File: config.mk
export PLATFORM = sky130hd
export DESIGN_NAME = gb_lcd_capture
export DESIGN_NICKNAME = d
export VERILOG_FILES = /design/src/rtl/gb_lcd_capture.sv
export SDC_FILE = /design/constraint.sdc
export NUM_CORES = 1
export LEC_CHECK = 0
export ABC_AREA = 0
export BUFFER_PORTS_ARGS = -buffer_cell sky130_fd_sc_hd__buf_2
export CAP_MARGIN = 10
export CORE_UTILIZATION = 54
export CTS_CLUSTER_DIAMETER = 200
export CTS_CLUSTER_SIZE = 24
export DETAILED_ROUTE_END_ITERATION = 7
export PLACE_DENSITY = 0.83
export SLEW_MARGIN = 0
export SYNTH_ARGS = -nofsm -noshare
export SYNTH_HDL_FRONTEND = slang
export SYNTH_SLANG_ARGS = --single-unit
export TNS_END_PERCENT = 10
File: constraint.sdc
create_clock -name clk -period 4.8 [get_ports clk]
set_input_delay 0.72 -clock clk [delete_from_list [all_inputs] [get_ports clk]]
set_output_delay 0.72 -clock clk [all_outputs]
set_load 0.005 [all_outputs]
File: src/rtl/gb_lcd_capture.sv
// gb_lcd_capture: turns the Game Boy LCD pin stream (hs/vs/cpl/pixel/valid)
// into single-cycle, addressed writes for a WIDTH x HEIGHT 2-bit frame buffer.
// It also polices line and frame length.
// Edges are found by comparing each input against its value one clock earlier,
// so a pixel accept, an hs rise and a vs rise all act in the cycle in which the
// pin changes. Write outputs follow one clock later.
// Optional feature: define LCD_OFF_DETECT_EN to enable LCD-off detection.
// After OFF_TIMEOUT cycles without a vs rise, the block clears the buffer to
// FILL_SHADE.
module gb_lcd_capture #(
    parameter int         WIDTH       = 160,
    parameter int         HEIGHT      = 144,
    parameter int         OFF_TIMEOUT = 2000000,
    parameter logic [1:0] FILL_SHADE  = 2'd0
) (
    input  logic        clk,
    input  logic        reset,
    input  logic        lcd_hs,
    input  logic        lcd_vs,
    input  logic        lcd_cpl,
    input  logic [1:0]  lcd_pixel,
    input  logic        lcd_valid,
    output logic        wr_en,
    output logic [14:0] wr_addr,
    output logic [7:0]  wr_x,
    output logic [7:0]  wr_y,
    output logic [1:0]  wr_data,
    output logic        frame_start,
    output logic        frame_done,
    output logic        err_short_line,
    output logic        err_short_frame,
    output logic        lcd_off
);

    localparam logic [7:0]  X_LAST = 8'(WIDTH - 1);
    localparam logic [7:0]  Y_LAST = 8'(HEIGHT - 1);
    localparam logic [14:0] LINE_W = 15'(WIDTH);

    typedef enum logic [1:0] {
        SYNC_WAIT = 2'd0,
        ACTIVE    = 2'd1,
`ifdef LCD_OFF_DETECT_EN
        FRAME_END = 2'd2,
        FILL      = 2'd3
`else
        FRAME_END = 2'd2
`endif
    } state_t;

    state_t      state_q, state_d;
    logic        hs_q, vs_q, lat_q;
    logic [7:0]  x_q, x_d, y_q, y_d;
    logic [14:0] addr_q, addr_d;
    logic        wr_en_q, wr_en_d;
    logic [14:0] wr_addr_q, wr_addr_d;
    logic [7:0]  wr_x_q, wr_x_d, wr_y_q, wr_y_d;
    logic [1:0]  wr_data_q, wr_data_d;
    logic        fstart_q, fstart_d, fdone_q, fdone_d;
    logic        esl_q, esl_d, esf_q, esf_d;
    logic        accept, hs_rise, vs_rise;

    assign accept  = lcd_cpl & lcd_valid & ~lat_q;
    assign hs_rise = lcd_hs & ~hs_q;
    assign vs_rise = lcd_vs & ~vs_q;

`ifdef LCD_OFF_DETECT_EN
    localparam int              CNT_W    = $clog2(OFF_TIMEOUT + 1);
    localparam logic [CNT_W-1:0] CNT_MAX  = CNT_W'(OFF_TIMEOUT);
    localparam logic [CNT_W-1:0] CNT_TRIG = CNT_W'(OFF_TIMEOUT - 1);
    localparam logic [14:0]     A_LAST   = 15'(WIDTH * HEIGHT - 1);
    logic [CNT_W-1:0] cnt_q, cnt_d;
    logic             off_q, off_d;
    assign lcd_off = off_q;
`else
    assign lcd_off = 1'b0;
`endif

    // Next-state and write generation: vs first, then the pixel, then hs.
    always_comb begin
        state_d   = state_q;
        x_d       = x_q;
        y_d       = y_q;
        addr_d    = addr_q;
        wr_en_d   = 1'b0;
        wr_addr_d = wr_addr_q;
        wr_x_d    = wr_x_q;
        wr_y_d    = wr_y_q;
        wr_data_d = wr_data_q;
        fstart_d  = 1'b0;
        fdone_d   = 1'b0;
        esl_d     = 1'b0;
        esf_d     = 1'b0;
`ifdef LCD_OFF_DETECT_EN
        off_d = off_q;
        cnt_d = (cnt_q < CNT_MAX) ? cnt_q + CNT_W'(1) : cnt_q;
        if (vs_rise) begin
            cnt_d = '0;
            off_d = 1'b0;
        end
`endif
        if (vs_rise) begin
            fstart_d = 1'b1;
            esf_d    = (state_q == ACTIVE);
            x_d      = '0;
            y_d      = '0;
            addr_d   = '0;
            state_d  = ACTIVE;
        end
        case (state_d)
            ACTIVE: begin
                if (accept) begin
                    wr_en_d   = 1'b1;
                    wr_addr_d = addr_d;
                    wr_x_d    = x_d;
                    wr_y_d    = y_d;
                    wr_data_d = lcd_pixel;
                    addr_d    = addr_d + 15'd1;
                    if (x_d == X_LAST) begin
                        x_d = '0;
                        if (y_d == Y_LAST) begin
                            fdone_d = 1'b1;
                            state_d = FRAME_END;
                        end
                        y_d = y_d + 8'd1;
                    end else begin
                        x_d = x_d + 8'd1;
                    end
                end
                // An hs right after an automatic wrap (x back at 0) is the normal case.
                if (hs_rise && state_d == ACTIVE && x_d != 8'd0) begin
                    esl_d  = 1'b1;
                    addr_d = addr_d + (LINE_W - {7'd0, x_d});
                    x_d    = '0;
                    if (y_d == Y_LAST) begin
                        fdone_d = 1'b1;
                        state_d = FRAME_END;
                    end
                    y_d = y_d + 8'd1;
                end
            end
`ifdef LCD_OFF_DETECT_EN
            FILL: begin
                wr_en_d   = 1'b1;
                wr_addr_d = addr_d;
                wr_x_d    = x_d;
                wr_y_d    = y_d;
                wr_data_d = FILL_SHADE;
                addr_d    = addr_d + 15'd1;
                if (x_d == X_LAST) begin
                    x_d = '0;
                    y_d = y_d + 8'd1;
                end else begin
                    x_d = x_d + 8'd1;
                end
                if (wr_addr_d == A_LAST) state_d = SYNC_WAIT;
            end
`endif
            default: ;
        endcase
`ifdef LCD_OFF_DETECT_EN
        // The counter saturates, so this fires once per silent period.
        if (!vs_rise && cnt_q == CNT_TRIG) begin
            off_d   = 1'b1;
            state_d = FILL;
            x_d     = '0;
            y_d     = '0;
            addr_d  = '0;
        end
`endif
    end

    // State, edge-detect history and registered write/status outputs.
    always_ff @(posedge clk or posedge reset) begin
        if (reset) begin
            state_q   <= SYNC_WAIT;
            hs_q      <= 1'b0;
            vs_q      <= 1'b0;
            lat_q     <= 1'b0;
            x_q       <= '0;
            y_q       <= '0;
            addr_q    <= '0;
            wr_en_q   <= 1'b0;
            wr_addr_q <= '0;
            wr_x_q    <= '0;
            wr_y_q    <= '0;
            wr_data_q <= '0;
            fstart_q  <= 1'b0;
            fdone_q   <= 1'b0;
            esl_q     <= 1'b0;
            esf_q     <= 1'b0;
`ifdef LCD_OFF_DETECT_EN
            cnt_q     <= '0;
            off_q     <= 1'b0;
`endif
        end else begin
            state_q   <= state_d;
            hs_q      <= lcd_hs;
            vs_q      <= lcd_vs;
            lat_q     <= lcd_cpl & lcd_valid;
            x_q       <= x_d;
            y_q       <= y_d;
            addr_q    <= addr_d;
            wr_en_q   <= wr_en_d;
            wr_addr_q <= wr_addr_d;
            wr_x_q    <= wr_x_d;
            wr_y_q    <= wr_y_d;
            wr_data_q <= wr_data_d;
            fstart_q  <= fstart_d;
            fdone_q   <= fdone_d;
            esl_q     <= esl_d;
            esf_q     <= esf_d;
`ifdef LCD_OFF_DETECT_EN
            cnt_q     <= cnt_d;
            off_q     <= off_d;
`endif
        end
    end

    assign wr_en           = wr_en_q;
    assign wr_addr         = wr_addr_q;
    assign wr_x            = wr_x_q;
    assign wr_y            = wr_y_q;
    assign wr_data         = wr_data_q;
    assign frame_start     = fstart_q;
    assign frame_done      = fdone_q;
    assign err_short_line  = esl_q;
    assign err_short_frame = esf_q;

endmodule
Yosys cells after proc, flatten, opt, wreduce, memory -nomap -nowiden

Index checks and enable logic that the tools add are counted.

Bitwise gates (word level): 7
Mux-type cells: 37
Equality and inequality tests: 6
Reduce and logical (&&, ||, !) cells: 4
Add/subtract/negate cells: 6

Operators with widths:

| cell                                             | count |
|---|---|
| two-way mux 8 bit                                | 12 |
| two-way mux 15 bit                               | 5 |
| adder 8 x 1 -> 8 bit (second input constant)     | 3 |
| == test 8 bit (second input constant)            | 3 |
| two-way mux 2 bit                                | 8 |
| adder 15 x 1 -> 15 bit (second input constant)   | 1 |
| adder 15 bit                                     | 1 |
| two-way mux 1 bit                                | 12 |
| subtractor 8 x 8 -> 9 bit (first input constant) | 1 |
| nonzero test 8 bit                               | 1 |
| == test 2 x 1 -> 1 bit (second input constant)   | 3 |
| bitwise AND 1 bit                                | 4 |
| NOT 1 bit                                        | 3 |
| logical AND 1 bit                                | 2 |
| AND reduction 2 bit                              | 1 |

Input bits: 8
Word-level logic and storage cells: 76
Output and inout bits: 39
Flip-flop bits (word level): 74

Longest topological paths before layout

Word-level depth: 13
Gate-level depth with buffers: 28
Mapped depth without buffers: 25

Worst setup path before layout

Ideal clock, no wire load.

Kind: input to register
Start: input port lcd_vs
End: register addr_q[14]
Library setup time: 0.131 ns
Stages: 23
Path buffers: 4
Slack: -0.576 ns
Data required time: 4.669 ns
Data arrival time: 5.245 ns
Cell sequence: nand2b_1 > buf_6 > clkbuf_1 > clkbuf_1 > nand2_1 > inv_1 > ha_1 > and4b_1 > buf_2 > nand4_2 > or3_1 > a21oi_1 > o21ai_1 > inv_1 > ha_1 > a21oi_1 > o21ai_0 > o2bb2ai_1 > o41ai_1 > o21ai_0 > xor2_1 > o311ai_0 > or3_1

Longest elaborated chain between the ends: 12
Elaborated cells between the ends (all ways): 27
Classes of those cells: 4 x add/sub; 4 x eq/ne; 15 x mux; 1 x bitwise; 3 x reduce/logical

Ends and longest elaborated chain:

| element                                               | RTL line | source |
|---|---|---|
| start, declared                                       | 19       | `input logic lcd_vs,` |
| bitwise AND 1 bit *                                   | 64       | `assign vs_rise = lcd_vs & ~vs_q;` |
| branches (longest 10 deep; another with adder 15 bit) | -        |  |
| two-way mux 15 bit *                                  | 109      | `case (state_d)` |
| named net addr_d[14]                                  | 53       | `logic [14:0] addr_q, addr_d;` |
| end signal, assigned                                  | 202      | `addr_q <= addr_d;` |
| end, declared                                         | 53       |  |

Mark *: on every way through the listed nets, which the timed path passes. The select of a mux whose other input is x is not followed.
A chain may end at the register's enable or synchronous reset.

Final worst setup path

Start: register vs_q
End: register addr_q[14]

Longest elaborated chain between the ends: 13
Elaborated cells between the ends (all ways): 28
Classes of those cells: 4 x add/sub; 4 x eq/ne; 15 x mux; 2 x bitwise; 3 x reduce/logical

Ends and longest elaborated chain:

| element                                               | RTL line | source |
|---|---|---|
| start, declared                                       | 51       | `logic hs_q, vs_q, lat_q;` |
| start signal, assigned                                | 198      | `vs_q <= lcd_vs;` |
| NOT 1 bit *                                           | 64       |  |
| bitwise AND 1 bit *                                   | 64       |  |
| branches (longest 10 deep; another with adder 15 bit) | -        |  |
| two-way mux 15 bit *                                  | 109      |  |
| named net addr_d[14]                                  | 53       |  |

Marks and branches as above.

==> impl_metrics.json <==
{
  "outcome": "complete, no violations",
  "syn_area_per_cell_um2": 8.316,
  "critPathKind": "reg2reg",
  "dp_cells": 707,
  "netlist.area_leader.share_pct": 39.00,
  "cts_tree": "yes",
  "register_area_mm2": 0.001852,
  "post-place-ws_ps": -87.52,
  "nFillCells": 700,
  "hp-class": "in2async",
  "hold_viol_final": 0,
  "drc_errors": 0,
  "viasPerCell": 5.949,
  "relSlewSlack_pct": 31.02,
  "grt_setup_unrepaired": "false",
  "grt_pass1_vias": 4095,
  "final_cell_area_mm2": 0.005404,
  "syn-instance-count": 571,
  "gp_congestion": 1.001,
  "rows": 33,
  "end_kind": "register",
  "finalSetupViolCount": 0,
  "cp-start-kind": "register",
  "yosys_most_used_dff": "dfrtp_1",
  "multiInputGateArea_mm2": 0.002801,
  "power.leakage_uw": 0.002447,
  "ys_ff_latch": 74,
  "synth_most_common_cell": "nand2_1",
  "dieArea_mm2": 0.009172,
  "diodes": 0,
  "numClockSinks": 74,
  "ant_nets": 0,
  "grt_max_degree": 51,
  "antenna_found_initial": 0,
  "finClkSkew_ps": 12.34,
  "start_util_pct": 56.65,
  "synthArstFlopShare_pct": 100.0,
  "p_per_area_mw_per_mm2": 345.3,
  "path_max_fanout": 6,
  "drtIter0Drc": 210,
  "worst_slack_ps": 307.5,
  "synth.area.top_cells": "dfrtp_1, nand2_1, o21ai_0",
  "htree_levels": 3,
  "syn_nets": 599,
  "drtPass1Iterations": 4,
  "hpwl_um": 8013,
  "fmax_mhz": 222.6,
  "grt_util_all_layers_pct": 26.92,
  "final_util_pct": 64.47,
  "clk_latency_ps": 360,
  "critPathRequiredTime_ps": 5040,
  "finalNonFillerCells": 722,
  "drv_cap": 0,
  "synth_edf_count": 0,
  "ios": 47,
  "final.period_utilization_pct": 93.59,
  "yosysWarningCount": 0,
  "post_dp_cell_area_mm2": 0.005177,
  "synth_commonest_cells": "nand2_1, dfrtp_1, o21ai_0",
  "wl_um": 11420,
  "die_w_um": 95.77,
  "drv_slew": 0,
  "yosysSeqAreaShare_pct": 39.00,
  "core_area_mm2": 0.008382,
  "tightest_slew_ps": 1035,
  "cts-root-buf": "clkbuf_8",
  "vias": 4295,
  "drive_gt1_share_pct": 17.99,
  "fin_nets": 642,
  "clkSlewWorstSetupHoldPaths_ps": 80,
  "grt_pass1_wl_um": 19110,
  "grt_overflow": 0,
  "die_h_um": 95.77,
  "ys_types": 68,
  "area_delta_synth_final_pct": 13.81,
  "wl_per_cell_um": 15.81,
  "cts_buffers": 9,
  "yosysTopAreaCell": "dfrtp_1",
  "syn_area_mm2": 0.004748,
  "numPortBuffers": 45,
  "worstPathArrival_ps": 4740,
  "min_period_ps": 4492,
  "cts_buffer_depth": 2,
  "vdd_ir_drop_max_mv": 0.2063
}
==> path summary, 6_finish.rpt <==
| check | slack [ps] | endpoint | depth (start not counted) | start |
|---|---|---|---|---|
| worst min-delay path | 450 | wr_x[0] | 2 | reset |
| worst max-delay path | 310 | addr_q[14] | 23 | vs_q |
| max in group asynchronous | 3350 | addr_q[12] | 3 | reset |
| worst max register to register | 310 | addr_q[14] | 23 | vs_q |
| min in group clk | 480 | wr_addr[0] | 2 | wr_addr[0] |
| worst min register to register | 480 | wr_addr[0] | 2 | wr_addr[0] |
==> cell usage in the layout (no fill, tap or decap), types with 3 or more instances in the layout <==
cell,synthesis,routed
nand2_2,0,3
inv_1,17,15
nand2_1,116,113
and2_1,6,5
xnor2_1,26,26
mux2_2,5,5
and3_1,4,4
ha_1,19,16
nand3_1,7,7
clkbuf_8,0,9
a31oi_1,7,7
nor4_1,5,5
mux2i_1,4,4
o21bai_1,3,3
o21a_1,3,3
dfrtp_1,74,74
o31ai_1,7,7
o21ai_0,56,53
nand2b_1,4,3
nand4_1,6,6
or3_1,5,5
o21ai_1,4,6
nor3_1,11,11
nor2_1,54,54
xor2_1,18,18
a21oi_1,35,33
inv_2,2,3
buf_4,1,16
buf_2,4,45
==> per-layer routing <==
layer	part of all wire (%)	GRT usage [%]
met1	44	34.59
met2	48	44.94
met3	6.5	4.818
met4	2.2	10.70
met5	0	0
==> logic make-up (layout without fill, tap and decap cells) <==
logic type      Yosys count  after routing  synth area share [%]
simple gates            238            238                 23.37
compound gates          135            135                 17.58
flops                    74             74                 39.00
buf+inv                  50             96                 4.401
xor+xnor                 44             44                 8.116
fa+ha+maj                20             20                 5.428
mux                       9              9                 2.029
other cells               1              1               0.07898
==> sequential cells by signal (all words and copies together), names as in the netlist, 2 cells and up <==
register	cells
addr_q	15
state_q	2
wr_addr	15
wr_data	2
wr_x	8
wr_y	8
x_q	8
y_q	8
==> layout make-up <==
type	instances	share of cell area, %
clock buffers	11	2.431
clock inverters	3	0.7872
inverters	20	1.482
multi-input cells	447	51.84
flip-flops and latches	74	34.27
well taps	105	2.431
repair buffers	62	6.761
==> where the power goes <==
part	leakage, uW	switching (uW)	internal (uW)
Combinational	0.00137	358	266
Sequential	0.000996	68.6	711
Clock	0.0000853	228	234
==> critical path, stage by stage, from the launching register on <==
cell	delay, ps
dfrtp_1	360
nand2b_2	220
nand2_2	110
inv_1	40
ha_1	260
nand2_1	60
o21ai_0	120
inv_1	110
ha_2	190
o31ai_1	100
a311oi_4	440
o21ai_2	140
and2_4	180
o21ai_4	180
inv_4	90
ha_4	260
a21oi_1	180
o21ai_1	150
o2bb2ai_4	160
o41ai_4	260
o21ai_1	110
xor2_1	230
o311ai_1	120
or3_1	310
==> repair_timing <==
action	4_1_cts	5_1_grt
hold buffers	0	0
resized for setup	0	10
endpoints found under the setup margin	0	2
buffers inserted	0	1
==> stage by stage <==
step	setup TNS, ps	hold WS (ps)	power (uW)
finish	0	454.9	1866
global route	0	488.9	1985
CTS	0	477.0	1847
detailed placement	-87.52	464.5	1381
global placement	0	456.3	1349
floorplan	0	472.6	1213
Power figures use the tool's default switching activity.
